<file path="src/rtl/uart_arbiter.sv">
// uart_arbiter
//   Arbitrates two requesters (m0, m1) onto one downstream UART register bus.
//   One transfer is in flight at a time. The FSM walks IDLE -> BUSY -> RELEASE -> IDLE.
//   The grant is round-robin, or fixed priority with m0 winning, as FIXED_PRIORITY selects.
//   A transfer with no downstream i_ready within TIMEOUT BUSY cycles is aborted.
//   TIMEOUT = 0 disables the abort.
//
// Ports
//   i_clock, i_reset                 clock, synchronous active-high reset
//   i_mX_request/rw/address/wdata    requester X command (held until o_mX_ready)
//   o_mX_rdata                       registered read data for requester X
//   o_mX_ready                       one-cycle completion pulse for requester X
//   o_request/o_rw/o_address/o_wdata downstream command, stable for the whole transfer
//   i_rdata, i_ready                 downstream response
//   o_timeout                        one-cycle pulse when a transfer is aborted
//   o_busy                           high whenever the FSM is outside IDLE
module uart_arbiter #(
    parameter int TIMEOUT        = 1023,
    parameter int FIXED_PRIORITY = 0
) (
    input  logic        i_clock,
    input  logic        i_reset,
    input  logic        i_m0_request,
    input  logic        i_m0_rw,
    input  logic [1:0]  i_m0_address,
    input  logic [31:0] i_m0_wdata,
    output logic [31:0] o_m0_rdata,
    output logic        o_m0_ready,
    input  logic        i_m1_request,
    input  logic        i_m1_rw,
    input  logic [1:0]  i_m1_address,
    input  logic [31:0] i_m1_wdata,
    output logic [31:0] o_m1_rdata,
    output logic        o_m1_ready,
    output logic        o_request,
    output logic        o_rw,
    output logic [1:0]  o_address,
    output logic [31:0] o_wdata,
    input  logic [31:0] i_rdata,
    input  logic        i_ready,
    output logic        o_timeout,
    output logic        o_busy
);

    localparam int            CW       = (TIMEOUT > 0) ? $clog2(TIMEOUT + 1) : 1;
    localparam logic [CW-1:0] TO_LIMIT = CW'(TIMEOUT);

    typedef enum logic [1:0] {
        IDLE    = 2'd0,
        BUSY    = 2'd1,
        RELEASE = 2'd2
    } state_t;

    state_t        state_q;
    logic          grant_q;   // 0 = m0, 1 = m1
    logic          last_q;    // requester served most recently
    logic [CW-1:0] cnt_q;
    logic          req_q;
    logic          rw_q;
    logic [1:0]    addr_q;
    logic [31:0]   wdata_q;
    logic [31:0]   rdata0_q;
    logic [31:0]   rdata1_q;
    logic          ready0_q;
    logic          ready1_q;
    logic          timeout_q;
    logic          busy_q;

    logic          grant_d;
    logic [CW-1:0] cnt_d;
    logic          to_hit;
    logic          served_req;

    // Arbitration. A tie in round-robin mode goes to whoever was not served last.
    always_comb begin
        grant_d = 1'b0;
        if (FIXED_PRIORITY != 0) begin
            grant_d = !i_m0_request;
        end else if (i_m0_request && i_m1_request) begin
            grant_d = !last_q;
        end else begin
            grant_d = !i_m0_request;
        end
    end

    // cnt_q is 0 in the first BUSY cycle, so cnt_d is the number of BUSY cycles
    // spent so far, including the current one. o_request is therefore held for
    // exactly TIMEOUT cycles before an abort.
    assign cnt_d      = cnt_q + CW'(1);
    assign to_hit     = (TIMEOUT != 0) && (cnt_d == TO_LIMIT);
    assign served_req = grant_q ? i_m1_request : i_m0_request;

    always_ff @(posedge i_clock) begin
        if (i_reset) begin
            state_q   <= IDLE;
            grant_q   <= 1'b0;
            last_q    <= 1'b1;
            cnt_q     <= '0;
            req_q     <= 1'b0;
            rw_q      <= 1'b0;
            addr_q    <= 2'd0;
            wdata_q   <= 32'd0;
            rdata0_q  <= 32'd0;
            rdata1_q  <= 32'd0;
            ready0_q  <= 1'b0;
            ready1_q  <= 1'b0;
            timeout_q <= 1'b0;
            busy_q    <= 1'b0;
        end else begin
            ready0_q  <= 1'b0;
            ready1_q  <= 1'b0;
            timeout_q <= 1'b0;
            case (state_q)
                IDLE: begin
                    if (i_m0_request || i_m1_request) begin
                        grant_q <= grant_d;
                        req_q   <= 1'b1;
                        rw_q    <= grant_d ? i_m1_rw      : i_m0_rw;
                        addr_q  <= grant_d ? i_m1_address : i_m0_address;
                        wdata_q <= grant_d ? i_m1_wdata   : i_m0_wdata;
                        cnt_q   <= '0;
                        busy_q  <= 1'b1;
                        state_q <= BUSY;
                    end
                end
                BUSY: begin
                    // A ready arriving in the same cycle as the timeout wins.
                    if (i_ready || to_hit) begin
                        req_q     <= 1'b0;
                        timeout_q <= !i_ready;
                        // An aborted transfer still counts as served for fairness.
                        last_q    <= grant_q;
                        state_q   <= RELEASE;
                        if (grant_q) begin
                            rdata1_q <= i_ready ? i_rdata : 32'hFFFF_FFFF;
                            ready1_q <= 1'b1;
                        end else begin
                            rdata0_q <= i_ready ? i_rdata : 32'hFFFF_FFFF;
                            ready0_q <= 1'b1;
                        end
                    end else begin
                        cnt_q <= cnt_d;
                    end
                end
                RELEASE: begin
                    if (!served_req) begin
                        busy_q  <= 1'b0;
                        state_q <= IDLE;
                    end
                end
                default: begin
                    busy_q  <= 1'b0;
                    state_q <= IDLE;
                end
            endcase
        end
    end

    assign o_request  = req_q;
    assign o_rw       = rw_q;
    assign o_address  = addr_q;
    assign o_wdata    = wdata_q;
    assign o_m0_rdata = rdata0_q;
    assign o_m1_rdata = rdata1_q;
    assign o_m0_ready = ready0_q;
    assign o_m1_ready = ready1_q;
    assign o_timeout  = timeout_q;
    assign o_busy     = busy_q;

endmodule

</file>
<file path="config.mk">
export PLATFORM = sky130hd
export DESIGN_NAME = uart_arbiter
export DESIGN_NICKNAME = d
export VERILOG_FILES = /design/src/rtl/uart_arbiter.sv
export SDC_FILE = /design/constraint.sdc
export NUM_CORES = 1
export LEC_CHECK = 0
export ABC_AREA = 1
export CAP_MARGIN = 15
export CORE_ASPECT_RATIO = 0.7
export CORE_UTILIZATION = 40
export DETAILED_ROUTE_END_ITERATION = 10
export GPL_ROUTABILITY_DRIVEN = 0
export PLACE_DENSITY = 0.82
export RECOVER_POWER = 100
export SYNTH_ARGS = -nofsm -noshare
export SYNTH_HDL_FRONTEND = slang
export SYNTH_SLANG_ARGS = --single-unit
</file>
<file path="constraint.sdc">
create_clock -name i_clock -period 4.9 [get_ports i_clock]
set_input_delay 0.98 -clock i_clock [delete_from_list [all_inputs] [get_ports i_clock]]
set_output_delay 0.98 -clock i_clock [all_outputs]
set_load 0.05 [all_outputs]
</file>
# Yosys cells after proc, flatten, opt, wreduce, memory -nomap -nowiden
# Cells that the tools add are included.
# totals
reg_bits,118
input_bits,107
output_inout_bits,104
elab_cells,62
# classes
addsub,1
eq_ne,7
muxes,20
bitwise,3
reduce_logical,17
# op_table
operator,count
32-bit two-way mux,2
10-bit two-way mux,2
10-bit case mux with 2 select lines,1
3-bit AND reduction,6
10-bit by 1-bit adder with 10-bit output (second input constant),1
10-bit equality test (second input constant),1
1-bit two-way mux,8
2-bit two-way mux,4
2-bit inequality test (second input constant),4
2-bit case mux with 3 select lines,1
2-bit AND reduction,2
1-bit logical NOT,3
1-bit inverter,3
1-bit case mux with 3 select lines,1
3-bit OR reduction,1
2-bit by 1-bit equality test with 1-bit output (second input constant),1
2-bit equality test (second input constant),1
2-bit logical NOT,1
1-bit logical OR,2
1-bit case mux with 2 select lines,1
2-bit nonzero test,1
1-bit logical AND,1

# Longest topological paths before layout
# Gate-level depths: netlist (run 1).
# logic_depth
ltp_word,5
mapped_depth,15
depth_no_buf,14

# Worst setup path before layout (run 1)
# No wires, ideal clock.
# synth_path
kind,input -> register
from,input port i_m0_request
to,"register wdata_q[10], in the netlist o_wdata[10]"
setup_ps,117
arrival_time_ps,1987
required_ps,4783
setup_slack_ps,2796
stages,8
n_path_buf,1
path_cell_list,inv_1 a21oi_2 clkinv_1 clkbuf_1 nand2_1 nand3_1 o211ai_1 inv_1
# synth_via
elab_chain_len,3
word_cells_on_any_way,6
classes_between,2 x mux; 4 x reduce/logical
# synth_lines
element,line_no,source
"start, declared",23,"input logic i_m0_request,"
1-bit logical NOT or 1-bit logical AND (tied branches),"82, 79",
1-bit two-way mux,79,end else if (i_m0_request && i_m1_request) begin
32-bit two-way mux,120,wdata_q <= grant_d ? i_m1_wdata : i_m0_wdata;
"end signal, assigned",120,
"end, declared",61,logic [31:0] wdata_q;
# Parallel ways exist; a longest one is shown, timed or not.
# A chain may end at the register's enable or synchronous reset.

# Final worst setup path (run 1)
# layout_path
from,input port i_m1_request
to,"register wdata_q[26], in the netlist o_wdata[26]"
# layout_via
elab_chain_len,3
word_cells_on_any_way,5
classes_between,2 x mux; 3 x reduce/logical
# layout_lines
element,line_no,source
"start, declared",29,"input logic i_m1_request,"
1-bit logical AND,79,
1-bit two-way mux,79,
32-bit two-way mux,120,
# Parallel ways exist; a longest one is shown, timed or not.

==> flow_summary_export.csv, run 1 <==
group,metric,value,unit
power,internal-power,2.25,mW
power,pwr_density_cell,388,mW/mm2
worst_setup_path,required,5.19,ns
placement,place_hpwl,11.1,mm
power,p_seq_frac,0.335,
worst_setup_path,cp-startpoint,"i_m1_request",
floorplanning,dieWidth,143,um
timing,relSlewSlack,-0.343,
timing,slew_viol_final,72,
cts,clk_pin_slew,0.05,ns
cts,hold_buffers,0,
synth,synth_top_area_frac,0.425,
cells_and_area,final-seq-area,0.00236,mm2
floorplanning,ios,211,
power,p_leak,3.97,nW
cts,cts_resized,0,
worst_setup_path,cp.arrival,3.89,ns
synth,synthCells,781,
global_route,grt_usage,0.240,
min_path,min_path_type,"reg2reg",
worst_setup_path,r2r_slack,1.99,ns
run,maxCapViolations,1,
cts,cts_buffer_depth,2,
power,comb_power_share,0.223,
floorplanning,dieArea,0.0144,mm2
timing,skew,0.0115,ns
global_route,grt-ovfl-total,0,
run_status,outcome,"complete, but fails checks",
cts,numCtsBuffers,17,
cts,clock_latency,0.41,ns
power,switching_share,0.299,
worst_setup_path,path_class,"in2reg",
floorplanning,coreArea,0.0134,mm2
worst_setup_path,setup.worst_path.end,"o_wdata[26]",
drt,wl,16.8,mm
synth,syn_area,0.00556,mm2
cells_and_area,drive_above_1_share,0.0493,
synth,yosysUniqueCellTypes,28,
timing,tns,0,ns
global_route,grt_antenna_before_repair,0,
cts,cts_tree,"yes",
synth,yosys.area.top_type,"dfxtp_1",
synth,synth-seq-cells,118,
synth,syn_nets,890,
synth,synth-edff-count,0,
worst_setup_path,cp-start-kind,"input port",
global_route,grt_pass1_vias,5389,
drt,via_per_inst,4.96,
floorplanning,die-height,101,um
synth,yosys_warnings,0,
global_route,grt_pass1_wl,27.0,mm
drt,drc,0,
timing,rsz0062_at_grt,"false",
synth,synth_most_common_cell,"nand2_1",
timing,fmax,278,MHz
cells_and_area,multi_input_area,0.00238,mm2
drt,drtIter0Drc,392,
floorplanning,placementRows,35,
cells_and_area,diodes,0,
timing,setup_violations,0,
cts,h-tree-depth,4,
drt,dr_total_vias,5753,
power,pwr-share-clk,0.442,
synth,synth_area_per_cell,7.12,um2
worst_setup_path,worstReg2RegStart,"cnt_q[1]",
cts,cts.sinks,118,
drt,drtAntennaViolNets,0,
worst_setup_path,endpoint_kind,"register",
synth,yosys-top-cells-area,"dfxtp_1, nand2_1, inv_1, nand3_1, nand4_1",
synth,netlist_top_cells_count,"nand2_1, inv_1, dfxtp_1",
timing,worst_pin_slew,2.01,ns
worst_setup_path,cp_max_fo,71,
cts,postCtsSetupBuffers,0,
placement,numPortBuffers,210,
synth,yosysSeqAreaShare,0.425,
timing,post-route-min-period,3.60,ns
run_status,violations,"max-capacitance violations, max-slew violations",
worst_setup_path,reg2reg_depth,14,
synth,yosys_most_used_dff,"dfxtp_1",
drt,wl_per_cell,14.5,um
power,vdd_drop_max,0.237,mV
global_route,grt_start_max_net_pins,90,
timing,post-route-period-util,0.735,
drt,drt_pass1_iterations,5,
cells_and_area,nets,1071,
worst_setup_path,r2r_end,"o_m1_rdata[10]",
floorplanning,floorplan.initialDensity,0.416,
cells_and_area,area_growth,48.6,%
cells_and_area,fill_cells,1208,
synth,async_flop_share,0,
timing,finalHoldViolCount,0,
cts,cts_root_buf,"clkbuf_16",
power,power_switching,960,uW
power,finalPower,3.20,mW
-- final cells by class --
type	instances	area share
clock buffer	21	0.0557
clock inverter	10	0.0242
inverter	125	0.0571
multi-input combinational	480	0.288
sequential	118	0.286
tap	185	0.0280
timing repair buffer	220	0.261
-- cells by family after synthesis --
logic type / after synthesis / synth area share
fa+ha+maj: 2 / 0.00450
flops: 118 / 0.425
xor+xnor: 2 / 0.00315
buf+inv: 183 / 0.130
simple gates: 388 / 0.321
compound gates: 88 / 0.116
-- registers in the layout, indices dropped and copies added (netlist names), 2 cells and up --
| name | count |
|---|---|
| o_m0_rdata | 32 |
| o_m1_rdata | 32 |
| o_wdata | 32 |
| cnt_q | 10 |
| o_address | 2 |
| state_q | 2 |
-- worst min-delay path by stage --
| stage | start | endpoint | slack, ns | cells past startpoint |
|---|---|---|---|---|
| floorplan | last_q | last_q | 0.43 | 2 |
| global placement | o_m0_rdata[25] | o_m0_rdata[25] | 0.43 | 2 |
| detailed placement | o_m0_rdata[27] | o_m0_rdata[27] | 0.44 | 2 |
| CTS | o_m0_rdata[27] | o_m0_rdata[27] | 0.45 | 2 |
| global route | o_m0_rdata[20] | o_m0_rdata[20] | 0.45 | 2 |
| finish | o_m0_rdata[25] | o_m0_rdata[25] | 0.44 | 2 |
-- routing by layer --
| layer | share of wire | up-vias | GRT usage |
|---|---|---|---|
| met3 | 0.075 | 17 | 0.0784 |
| met5 | 0 | - | 0 |
| li1 | - | 2908 | - |
| met4 | 0.0094 | 0 | 0.0678 |
| met1 | 0.46 | 2609 | 0.318 |
| met2 | 0.46 | 219 | 0.372 |
-- power groups by stage --
stage | combinational, mW | sequential (mW) | clock (mW)
after detailed placement | 0.750 | 1.09 | 0
after CTS | 0.752 | 1.08 | 1.43
after global routing | 0.766 | 1.08 | 1.47
final | 0.716 | 1.07 | 1.42
after global placement | 0.741 | 1.09 | 0
after floorplan | 0.248 | 1.32 | 0
-- layout by cell type, fill, tap and decap left out, drive strengths merged, types with 5 or more instances in the layout --
cell / synthesis / routed
nor2: 24 / 24
buf: 17 / 8
nand4: 65 / 65
clkdlybuf4s50: 0 / 103
nand2: 208 / 208
clkbuf: 41 / 24
a21oi: 48 / 48
inv: 123 / 123
nand3b: 5 / 5
dfxtp: 118 / 118
bufinv: 0 / 6
clkinv: 2 / 6
dlygate4sd3: 0 / 106
o211ai: 35 / 35
nand3: 86 / 86
-- metrics by stage --
stage / instances / setup WS, ns / hold WS, ns / utilization / cell area [um2]
CTS: 1159 / 2.13 / 0.446 / 0.627 / 8380
detailed placement: 1128 / 1.71 / 0.438 / 0.578 / 7720
global route: 1159 / 1.10 / 0.454 / 0.619 / 8270
floorplan: 781 / 2.80 / 0.429 / - / 5560
finish: 1159 / 1.30 / 0.440 / 0.619 / 8270
global placement: 1128 / 1.76 / 0.434 / 0.578 / 7720
-- critical path, stage by stage --
cell and delay, ns:
dlygate4sd3_1 0.60, o21ai_0 0.10, buf_4 0.20, inv_1 1.44
nand3_1 0.26, o211ai_1 0.19, inv_1 0.08
No activity file was read; power rests on OpenSTA's default activity.
==> run 2: changes to the inputs <==
--- a/config.mk
+++ b/config.mk
@@ -11,7 +11,7 @@
 export CORE_UTILIZATION = 40
 export DETAILED_ROUTE_END_ITERATION = 10
 export GPL_ROUTABILITY_DRIVEN = 0
-export PLACE_DENSITY = 0.82
+export PLACE_DENSITY = 0.85
 export RECOVER_POWER = 100
 export SYNTH_ARGS = -nofsm -noshare
 export SYNTH_HDL_FRONTEND = slang
==> constraint.sdc (replaced) <==
create_clock -name i_clock -period 3.3 [get_ports i_clock]
set_input_delay 0.66 -clock i_clock [delete_from_list [all_inputs] [get_ports i_clock]]
set_output_delay 0.66 -clock i_clock [all_outputs]
set_load 0.05 [all_outputs]
==> run 2 against run 1 <==
Effect of this change: the run now ends clean; non-clock buffer count rose by 2; via count is 0.37% higher; total power is 41% higher; sequential power grew 50%; cell count is 0.17% higher; global-route usage fell by 0.58 points; critical endpoint is now o_m1_rdata[31]; largest power group unchanged; highest routed layer unchanged.
==> flow_summary_export.csv, run 2 (synthesized netlist as in run 1, its figures left out) <==
group,metric,value,unit
worst_setup_path,crit_family,"simple AND/OR/NAND/NOR gates",
worst_setup_path,cp-start-kind,"register",
timing,skew,0.00890,ns
cts,hold_buffers,0,
cells_and_area,final_common_cell,"nand2_1",
timing,setup_violations,0,
timing,slew_viol_final,0,
timing,hold_slack,0.445,ns
placement,numPortBuffers,210,
drt,drtIter0Drc,327,
cells_and_area,fin_cells,1161,
global_route,gr-usage-met1,0.296,
floorplanning,dieWidth,143,um
cts,cts_root_buf,"clkbuf_16",
timing,post-route-period-util,0.791,
worst_setup_path,cp_max_fo,27,
floorplanning,placementRows,35,
floorplanning,die-height,101,um
drt,drc,0,
cts,postCtsSetupBuffers,0,
cells_and_area,diodes,0,
worst_setup_path,path_cells,"ha_1 > nand2_1 > nor2_1 > nand2_1 > nand2_1 > nand2_1 > inv_1 > nand2_1 > nor2_1 > nand2_1 > nand2_1 > nand3_1 > clkbuf_2 > nand3_1 > nand2_1",
power,vdd_drop_max,0.405,mV
worst_setup_path,path_class,"reg2reg",
placement,place_hpwl,11.0,mm
drt,dr_total_vias,5774,
drt,drtAntennaViolNets,0,
drt,drt_pass1_iterations,5,
power,pwr_density_cell,550,mW/mm2
power,finalPower,4.53,mW
timing,fmax,383,MHz
timing,tns,0,ns
cells_and_area,nets,1073,
drt,wl,16.5,mm
cts,cts_tree,"yes",
power,internal-power,3.13,mW
run,maxCapViolations,0,
global_route,grt-ovfl-total,0,
cts,cts.sinks,118,
cts,numCtsBuffers,17,
cells_and_area,layout_common_cells,"nand2_1, inv_1, dfxtp_1",
drt,wl_per_cell,14.2,um
cells_and_area,drive_above_1_share,0.0523,
timing,worst_pin_slew,0.715,ns
cts,cts_buffer_depth,2,
run_status,outcome,"finished, final reports clean",
worst_setup_path,endpoint_kind,"register",
cts,clock_latency,0.40,ns
worst_setup_path,required,3.59,ns
global_route,grt_antenna_before_repair,0,
timing,rsz0062_at_grt,"false",
power,p_leak,3.95,nW
global_route,grt_pass1_wl,26.6,mm
global_route,grtUsageMet2,0.384,
global_route,grt_pass1_vias,5483,
min_path,min_path_type,"reg2reg",
power,switching_share,0.309,
cts,clk_pin_slew,0.05,ns
floorplanning,ios,211,
timing,finalHoldViolCount,0,
global_route,grt_usage,0.234,
placement,dpl.cell_count,1130,
floorplanning,dieArea,0.0144,mm2
worst_setup_path,cp.arrival,2.90,ns
cells_and_area,final-seq-area,0.00236,mm2
cts,cts_resized,0,
power,pwr-share-clk,0.413,
global_route,top_usage_layer,"met2",
power,power_switching,1.40,mW
floorplanning,floorplan.initialDensity,0.416,
worst_setup_path,path_buf_inv,2,
timing,relSlewSlack,0.522,
timing,post-route-min-period,2.61,ns
cts,h-tree-depth,4,
drt,via_per_inst,4.97,
global_route,grt_start_max_net_pins,72,
worst_setup_path,path_common_cell,"nand2_1",
cells_and_area,multi_input_area,0.00235,mm2
floorplanning,coreArea,0.0134,mm2
cells_and_area,area_growth,48.1,%
power,comb_power_share,0.234,
worst_setup_path,cp_slowest_cell,"clkbuf_2",
power,p_seq_frac,0.353,
cells_and_area,fill_cells,1188,
global_route,use_met3,0.0651,
worst_setup_path,cpPeakStageDelay,0.49,ns
-- run 2: cell count changes in the layout (fill, tap and decap cells not counted), moves of 2 or more --
cell	change
clkinvlp_4	+2
buf_12	+3
a21oi_2	-4
a21oi_1	+4
clkbuf_1	-3
bufinv_16	-3
-- run 2: power by group through the flow --
| stage | logic, mW | clock network (mW) | registers (mW) |
|---|---|---|---|
| 2_1_floorplan | 0.369 | 0 | 1.95 |
| 6_report | 1.06 | 1.87 | 1.60 |
| 4_1_cts | 1.12 | 1.89 | 1.60 |
| 5_1_grt | 1.14 | 1.95 | 1.61 |
| 3_3_place_gp | 1.11 | 0 | 1.63 |
| 3_5_place_dp | 1.12 | 0 | 1.63 |
-- run 2: final cells by class --
| type | count | area share |
|---|---|---|
| clock buffer | 22 | 0.0576 |
| tap | 185 | 0.0281 |
| timing repair buffer | 222 | 0.270 |
| sequential | 118 | 0.287 |
| multi-input combinational | 480 | 0.285 |
| inverter | 125 | 0.0573 |
| clock inverter | 9 | 0.0152 |
-- run 2: path summary, 6_finish.rpt --
path | start | depth (start not counted) | endpoint | slack, ns
hold reg to reg | o_m0_rdata[17] | 2 | o_m0_rdata[17] | 0.44
hold / removal | o_m0_rdata[17] | 2 | o_m0_rdata[17] | 0.44
setup reg to reg | cnt_q[1] | 15 | o_m1_rdata[31] | 0.69
setup / recovery | cnt_q[1] | 15 | o_m1_rdata[31] | 0.69
-- run 2: tightest hold or removal path: stages (launching register included) --
cell,delay (ns)
dfxtp_1,0.30
inv_1,0.05
a21oi_1,0.05
-- run 2: through the flow --
| stage | setup WS, ns | utilization | area [um2] |
|---|---|---|---|
| final | 0.689 | 0.617 | 8240 |
| after global routing | 0.324 | 0.617 | 8240 |
| after CTS | 0.915 | 0.627 | 8370 |
| after detailed placement | 0.761 | 0.582 | 7770 |
| after global placement | 0.808 | 0.582 | 7770 |
| after floorplan | 1.51 | - | 5560 |
-- run 2: layer usage --
layer	part of all wire	wire (um)
met1	0.45	7370
met2	0.46	7590
met3	0.072	1190
met4	0.019	308
met5	0	0
